## src/rtl/imem_loader_arb_if.sv

```systemverilog
// Signal bundle between the imem port arbiter, the fetch stage, the program loader and imem.
// The master modport drives the fetch/loader inputs; the slave modport is the arbiter itself.
interface imem_loader_arb_if;
  logic [31:0] fetch_pc;
  logic        fetch_en;
  logic        ld_req;
  logic        ld_valid;
  logic [31:0] ld_addr;
  logic [31:0] ld_data;
  logic        ld_last;
  logic        ld_ready;
  logic        ld_done;
  logic        ld_err;
  logic [15:0] ld_count;
  logic [31:0] ld_checksum;
  logic        imem_en;
  logic        imem_rw;
  logic [31:0] imem_addr;
  logic [31:0] imem_wdata;
  logic        fetch_hold;
  logic        fetch_restart;

  modport master (
    output fetch_pc, fetch_en, ld_req, ld_valid, ld_addr, ld_data, ld_last,
    input  ld_ready, ld_done, ld_err, ld_count, ld_checksum,
    input  imem_en, imem_rw, imem_addr, imem_wdata, fetch_hold, fetch_restart
  );

  modport slave (
    input  fetch_pc, fetch_en, ld_req, ld_valid, ld_addr, ld_data, ld_last,
    output ld_ready, ld_done, ld_err, ld_count, ld_checksum,
    output imem_en, imem_rw, imem_addr, imem_wdata, fetch_hold, fetch_restart
  );
endinterface

```

## src/rtl/imem_loader_arb.sv

```systemverilog
// Shares the single imem port between fetch (transparent in RUN) and a program loader (LOAD),
// then restarts fetch at BASE_ADDR. Macro IMEM_LOADER_CHECKSUM_EN enables the ld_checksum adder.
module imem_loader_arb #(
  parameter logic [31:0] BASE_ADDR   = 32'h0100_0000,
  parameter int unsigned DEPTH_WORDS = 65536
) (
  input logic              clock,
  input logic              reset,
  imem_loader_arb_if.slave bus
);
  typedef enum logic [2:0] {RUN, DRAIN, LOAD, FLUSH, RESTART} state_e;

  state_e      state_q, state_d;
  logic        armed_q, armed_d;
  logic        wr_vld_q, wr_vld_d;
  logic [31:0] wr_addr_q, wr_addr_d;
  logic [31:0] wr_data_q, wr_data_d;
  logic        ld_err_q, ld_err_d;
  logic [15:0] ld_count_q, ld_count_d;
  logic [31:0] word_off;
  logic        hs;
  logic        legal;

  // Addresses below BASE_ADDR wrap to huge offsets and fail the range test.
  assign word_off = bus.ld_addr - BASE_ADDR;
  assign legal    = (bus.ld_addr[1:0] == 2'b00) && ((word_off >> 2) < DEPTH_WORDS);
  assign hs       = (state_q == LOAD) && bus.ld_valid;

  always_comb begin
    state_d    = state_q;
    armed_d    = armed_q;
    wr_vld_d   = 1'b0;
    wr_addr_d  = wr_addr_q;
    wr_data_d  = wr_data_q;
    ld_err_d   = ld_err_q;
    ld_count_d = ld_count_q;
    // A new load is only accepted after ld_req has been seen low since the last restart.
    if (!bus.ld_req) armed_d = 1'b1;
    case (state_q)
      RUN: begin
        if (bus.ld_req && armed_q) state_d = DRAIN;
      end
      DRAIN: begin
        state_d    = LOAD;
        ld_err_d   = 1'b0;
        ld_count_d = '0;
      end
      LOAD: begin
        if (hs) begin
          if (legal) begin
            wr_vld_d  = 1'b1;
            wr_addr_d = bus.ld_addr;
            wr_data_d = bus.ld_data;
            if (ld_count_q != 16'hFFFF) ld_count_d = ld_count_q + 16'd1;
          end else begin
            ld_err_d = 1'b1;
          end
          if (bus.ld_last) state_d = FLUSH;
        end
      end
      FLUSH: state_d = RESTART;
      RESTART: begin
        state_d = RUN;
        armed_d = 1'b0;
      end
      default: state_d = RUN;
    endcase
  end

  always_comb begin
    bus.imem_en       = 1'b0;
    bus.imem_rw       = 1'b0;
    bus.imem_addr     = wr_addr_q;
    bus.imem_wdata    = wr_data_q;
    bus.fetch_hold    = 1'b1;
    bus.fetch_restart = 1'b0;
    bus.ld_done       = 1'b0;
    bus.ld_ready      = 1'b0;
    case (state_q)
      RUN: begin
        bus.imem_en    = bus.fetch_en;
        bus.imem_addr  = bus.fetch_pc;
        bus.fetch_hold = 1'b0;
      end
      LOAD: begin
        bus.ld_ready = 1'b1;
        bus.imem_en  = wr_vld_q;
        bus.imem_rw  = wr_vld_q;
      end
      FLUSH: begin
        bus.imem_en = wr_vld_q;
        bus.imem_rw = wr_vld_q;
      end
      RESTART: begin
        bus.fetch_restart = 1'b1;
        bus.ld_done       = 1'b1;
      end
      default: ;
    endcase
  end

  assign bus.ld_err   = ld_err_q;
  assign bus.ld_count = ld_count_q;

  always_ff @(posedge clock) begin
    if (reset) begin
      state_q    <= RUN;
      armed_q    <= 1'b1;
      wr_vld_q   <= 1'b0;
      wr_addr_q  <= '0;
      wr_data_q  <= '0;
      ld_err_q   <= 1'b0;
      ld_count_q <= '0;
    end else begin
      state_q    <= state_d;
      armed_q    <= armed_d;
      wr_vld_q   <= wr_vld_d;
      wr_addr_q  <= wr_addr_d;
      wr_data_q  <= wr_data_d;
      ld_err_q   <= ld_err_d;
      ld_count_q <= ld_count_d;
    end
  end

`ifdef IMEM_LOADER_CHECKSUM_EN
  logic [31:0] ld_checksum_q, ld_checksum_d;

  always_comb begin
    ld_checksum_d = ld_checksum_q;
    if (state_q == DRAIN) ld_checksum_d = '0;
    else if (hs && legal) ld_checksum_d = ld_checksum_q + bus.ld_data;
  end

  always_ff @(posedge clock) begin
    if (reset) ld_checksum_q <= '0;
    else       ld_checksum_q <= ld_checksum_d;
  end

  assign bus.ld_checksum = ld_checksum_q;
`else
  assign bus.ld_checksum = '0;
`endif
endmodule
```

## src/flat_wrapper.sv

```systemverilog
// flat-port wrapper written by rule: the top's interface ports become plain ports
module imem_loader_arb_flat 
#(
  parameter logic [31:0] BASE_ADDR   = 32'h0100_0000,
  parameter int unsigned DEPTH_WORDS = 65536
)
  (clock, reset, bus_fetch_pc, bus_fetch_en, bus_ld_req, bus_ld_valid, bus_ld_addr, bus_ld_data, bus_ld_last, bus_ld_ready, bus_ld_done, bus_ld_err, bus_ld_count, bus_ld_checksum, bus_imem_en, bus_imem_rw, bus_imem_addr, bus_imem_wdata, bus_fetch_hold, bus_fetch_restart);
  imem_loader_arb_if bus_i ();
  input logic clock;
  input logic reset;
  input wire logic [$bits(bus_i.fetch_pc)-1:0] bus_fetch_pc;
  input wire logic [$bits(bus_i.fetch_en)-1:0] bus_fetch_en;
  input wire logic [$bits(bus_i.ld_req)-1:0] bus_ld_req;
  input wire logic [$bits(bus_i.ld_valid)-1:0] bus_ld_valid;
  input wire logic [$bits(bus_i.ld_addr)-1:0] bus_ld_addr;
  input wire logic [$bits(bus_i.ld_data)-1:0] bus_ld_data;
  input wire logic [$bits(bus_i.ld_last)-1:0] bus_ld_last;
  output wire logic [$bits(bus_i.ld_ready)-1:0] bus_ld_ready;
  output wire logic [$bits(bus_i.ld_done)-1:0] bus_ld_done;
  output wire logic [$bits(bus_i.ld_err)-1:0] bus_ld_err;
  output wire logic [$bits(bus_i.ld_count)-1:0] bus_ld_count;
  output wire logic [$bits(bus_i.ld_checksum)-1:0] bus_ld_checksum;
  output wire logic [$bits(bus_i.imem_en)-1:0] bus_imem_en;
  output wire logic [$bits(bus_i.imem_rw)-1:0] bus_imem_rw;
  output wire logic [$bits(bus_i.imem_addr)-1:0] bus_imem_addr;
  output wire logic [$bits(bus_i.imem_wdata)-1:0] bus_imem_wdata;
  output wire logic [$bits(bus_i.fetch_hold)-1:0] bus_fetch_hold;
  output wire logic [$bits(bus_i.fetch_restart)-1:0] bus_fetch_restart;
  assign bus_i.fetch_pc = bus_fetch_pc;
  assign bus_i.fetch_en = bus_fetch_en;
  assign bus_i.ld_req = bus_ld_req;
  assign bus_i.ld_valid = bus_ld_valid;
  assign bus_i.ld_addr = bus_ld_addr;
  assign bus_i.ld_data = bus_ld_data;
  assign bus_i.ld_last = bus_ld_last;
  assign bus_ld_ready = bus_i.ld_ready;
  assign bus_ld_done = bus_i.ld_done;
  assign bus_ld_err = bus_i.ld_err;
  assign bus_ld_count = bus_i.ld_count;
  assign bus_ld_checksum = bus_i.ld_checksum;
  assign bus_imem_en = bus_i.imem_en;
  assign bus_imem_rw = bus_i.imem_rw;
  assign bus_imem_addr = bus_i.imem_addr;
  assign bus_imem_wdata = bus_i.imem_wdata;
  assign bus_fetch_hold = bus_i.fetch_hold;
  assign bus_fetch_restart = bus_i.fetch_restart;
  imem_loader_arb #(.BASE_ADDR(BASE_ADDR), .DEPTH_WORDS(DEPTH_WORDS)) u_core (.clock(clock), .reset(reset), .bus(bus_i));
endmodule
```

## config.mk

```make
export PLATFORM = sky130hd
export DESIGN_NAME = imem_loader_arb_flat
export DESIGN_NICKNAME = d
export VERILOG_FILES = /design/src/rtl/imem_loader_arb_if.sv /design/src/rtl/imem_loader_arb.sv /design/src/flat_wrapper.sv
export SDC_FILE = /design/constraint.sdc
export NUM_CORES = 1
export LEC_CHECK = 0
export BUFFER_PORTS_ARGS = -buffer_cell sky130_fd_sc_hd__buf_2
export CAP_MARGIN = 15
export CORE_AREA = 2 2 103 95
export CTS_CLUSTER_SIZE = 12
export DETAILED_ROUTE_END_ITERATION = 6
export DIE_AREA = 0 0 105 97
export PLACE_DENSITY = 0.78
export SLEW_MARGIN = 0
export SYNTH_ARGS = -nofsm -noshare
export SYNTH_HDL_FRONTEND = slang
export SYNTH_SLANG_ARGS = --single-unit
```

## constraint.sdc

```tcl
create_clock -name clock -period 2.7 [get_ports clock]
set_input_delay 0.54 -clock clock [delete_from_list [all_inputs] [get_ports clock]]
set_output_delay 0.54 -clock clock [all_outputs]
set_load 0.03 [all_outputs]
```

==> flow_metrics.env <==
export IMPL_synth_main_ff_cell="dfxtp_1"
export IMPL_synth_edf_count=0
export IMPL_crit_path_start_kind="flop"
export IMPL_num_io_pins=221
export IMPL_synth_top_area_cell="dfxtp_1"
export IMPL_status="finished clean"
export IMPL_io_buffers=188
export IMPL_final_nets=744
export IMPL_cp_slowest_cell="dfxtp_1"
export IMPL_skew_ps=9.721
export IMPL_vdd_drop_max_uv=251.2
export IMPL_synth_mux_area_frac=0.1001
export IMPL_postCtsSetupBuffers=0
export IMPL_p_switching_uw=805.2
export IMPL_synthAdderAreaFrac=0.003208
export IMPL_clock_sinks=86
export IMPL_die_area_um2=10190
export IMPL_synth_seq_area_share=0.4415
export IMPL_setup_violations=0
export IMPL_synth_area_top_cells="dfxtp_1 44%, nand2_1 11%, mux2_2 9.2%"
export IMPL_n_antenna_cell=0
export IMPL_cts_root_buf="clkbuf_8"
export IMPL_h_tree_depth=3
export IMPL_n_fill_cell=835
export IMPL_grt_pass1_wl_um=16820
export IMPL_rsz0062_at_grt="no"
export IMPL_reg2reg_to="u_core.bus.ld_count[15]"
export IMPL_slowest_delay_ps=400
export IMPL_cp_num_buf_inv=2
export IMPL_grt_pass1_vias=3679
export IMPL_seqPwrFrac=0.460
export IMPL_yosys_register_bits=86
export IMPL_vias=3799
export IMPL_p_per_area_nw_per_um2=553.5
export IMPL_yosysWarnings=0
export IMPL_ff2ff_setup_slack_ps=590
export IMPL_grt_overflow_total=0
export IMPL_post_cts_resized=0
export IMPL_endpoint="bus_imem_addr[15]"
export IMPL_row_count=33
export IMPL_area_growth_pct=29.29
export IMPL_final_min_clock_period_ps=2508
export IMPL_synth_cell_types=43
export IMPL_synth_top_area_share=0.4415
export IMPL_fin_area_um2=5042
export IMPL_syn_inst=462
export IMPL_start_util=0.4333
export IMPL_die_x_um=105
export IMPL_drc=0
export IMPL_cp_startpoint="u_core.state_q[2]"
export IMPL_cp_depth=4
export IMPL_numCtsBuffers=9
export IMPL_whs_path_depth=3
export IMPL_tritoncts="yes"
export IMPL_slew_headroom=0.5727
export IMPL_min_period_over_period=0.9289
export IMPL_max_freq_ghz=0.3987
export IMPL_insertion_delay_ps=340
export IMPL_synth_common_cells="112 x nand2_1, 86 x dfxtp_1, 57 x a21oi_1"
export IMPL_drive_gt1_frac=0.3814
export IMPL_routed_wl_um=10280
export IMPL_endpoint_kind="output pin"
export IMPL_routabilityCongestion=0.9554
export IMPL_drv_cap=0
export IMPL_report_final_slew_viol_count=0
export IMPL_postSynthAreaPerCell_um2=8.442
export IMPL_critPathKind="flop to output pin"
export IMPL_hold_buffers=0
export IMPL_min_path_type="input pin to flop"
export IMPL_synth_compound_area_frac=0.1181
export IMPL_sw_frac_of_total=0.2885
export IMPL_grt_max_degree=49
export IMPL_firstDrtPassIters=6
export IMPL_synth_xor_area_frac=0.002246
export IMPL_dieHeight_um=97
export IMPL_p_clk_frac=0.335
export IMPL_post_drt_via_cell_ratio=4.953
export IMPL_ys_async_sr_fraction=0
export IMPL_pwr_share_comb=0.205
export IMPL_multi_input_area_um2=1928
export IMPL_path_max_fanout=31
export IMPL_synth_most_common_cell="nand2_1"
export IMPL_timing_hold_ws_ps=437.2
export IMPL_synth_simple_gate_area_frac=0.2387
export IMPL_p_leak_uw=0.002329
export IMPL_placed_area_um2=4840
export IMPL_worstPathCellList="nor3_2, buf_4, mux2_2, buf_2"
export IMPL_ff2ff_path_depth=6
export IMPL_r2r_start="u_core.bus.ld_count[0]"
export IMPL_track_usage=0.1980
export IMPL_worst_pin_slew_ps=638.6
export IMPL_synth_top_family_by_area="simple AND/OR/NAND/NOR gates"
export IMPL_seqCellArea_um2=1722
export IMPL_first_iter_violations=256
export IMPL_dp_final_hpwl_um=7628
export IMPL_crit_required_ps=2160
export IMPL_layout_setup_ws_ps=192.0
export IMPL_cpLargestDelayFamily="buffers and inverters"
export IMPL_internal_power_uw=1986
export IMPL_hold_viol=0
export IMPL_wl_per_cell_um=13.40
export IMPL_worstPathArrival_ps=1970
export IMPL_clockBufferDepth=2
export IMPL_fp_coreArea_um2=9001
export IMPL_tns_ps=0
export IMPL_pre_cts_ws_ps=69.41
export IMPL_antenna_found_initial=0
export IMPL_syn_area_um2=3900
export IMPL_clk_pin_slew_worst_paths_ps=80
export IMPL_drtAntennaViolNets=0
cells by family after synthesis:
group / after synthesis
and+or+nand+nor: 195
DFF: 86
AOI/OAI and AO/OA: 81
buffers and inverters: 62
muxes: 35
adders and majority gates: 1
other: 1
xor gates and xnor gates: 1
how the worst min path moves through the flow:
stage | from | to | slack (ps)
2_1_floorplan | u_core.wr_addr_q[0] | u_core.wr_addr_q[0] | 430
3_3_place_gp | u_core.bus.imem_wdata[20] | u_core.bus.imem_wdata[20] | 440
3_5_place_dp | u_core.wr_addr_q[30] | u_core.wr_addr_q[30] | 440
4_1_cts | bus_ld_data[10] | u_core.bus.imem_wdata[10] | 410
5_1_grt | bus_ld_data[7] | u_core.bus.imem_wdata[7] | 420
6_report | bus_ld_data[10] | u_core.bus.imem_wdata[10] | 440
routing by layer:
layer	GRT usage	vias to the layer above	share of wire
met5	0	-	0
met1	0.2412	1703	0.42
met4	0.08103	0	0.020
met3	0.04447	18	0.090
li1	-	1875	-
met2	0.3367	203	0.47
worst min-delay path: stages:
cell and delay (ps):
buf_2 90, nand2_1 40, a21oi_1 50
cell usage in the layout (no fill, tap or decap), drive strengths merged, types with 2 or more instances in the layout:
master,netlist,routed
inv,3,3
o31ai,5,5
nor3b,2,2
conb,1,32
and3,4,4
nand4,5,5
o31a,2,2
dfxtp,86,86
buf,38,196
nand2b,2,2
mux2,32,32
and2,16,16
mux2i,3,3
or4,9,9
a31oi,3,3
bufinv,0,2
nor3,3,3
and4,2,2
a41o,2,2
nand3,6,6
nand2,112,112
a21oi,57,57
o21a,3,3
clkbuf,21,10
nand4b,2,2
clkinv,0,3
o21ai,4,4
or3,6,6
nor4,5,5
nor2,17,17
metrics by stage:
stage | power (uW) | cells | utilization
floorplan | 1742 | 493 | -
global placement | 1872 | 752 | 0.5377
detailed placement | 1881 | 752 | 0.5377
CTS | 2817 | 767 | 0.5602
global route | 2919 | 767 | 0.5602
finish | 2791 | 767 | 0.5602
area by class of cell:
cell class                 count  area share
inverter                       3    0.002233
clock buffer                  10     0.02531
multi-input combinational    345      0.3824
tap                          122     0.03027
sequential                    86      0.3414
clock inverter                 5     0.01489
timing repair buffer         196      0.2035
flip-flops by register name, summed over array words and instances (netlist names):
signal and cells:
u_core.bus.ld_err 1, u_core.state_q 3, u_core.wr_addr_q 32, u_core.wr_vld_q 1
u_core.bus.imem_wdata 32, u_core.armed_q 1, u_core.bus.ld_count 16
power by group through the flow:
stage / Clock (uW) / Combinational [uW] / Sequential, uW
finish: 936 / 572 / 1280
detailed placement: 0 / 568 / 1310
floorplan: 0 / 435 / 1310
CTS: 965 / 570 / 1280
global placement: 0 / 560 / 1310
global route: 1030 / 607 / 1290
(Power assumes the default switching activity.)
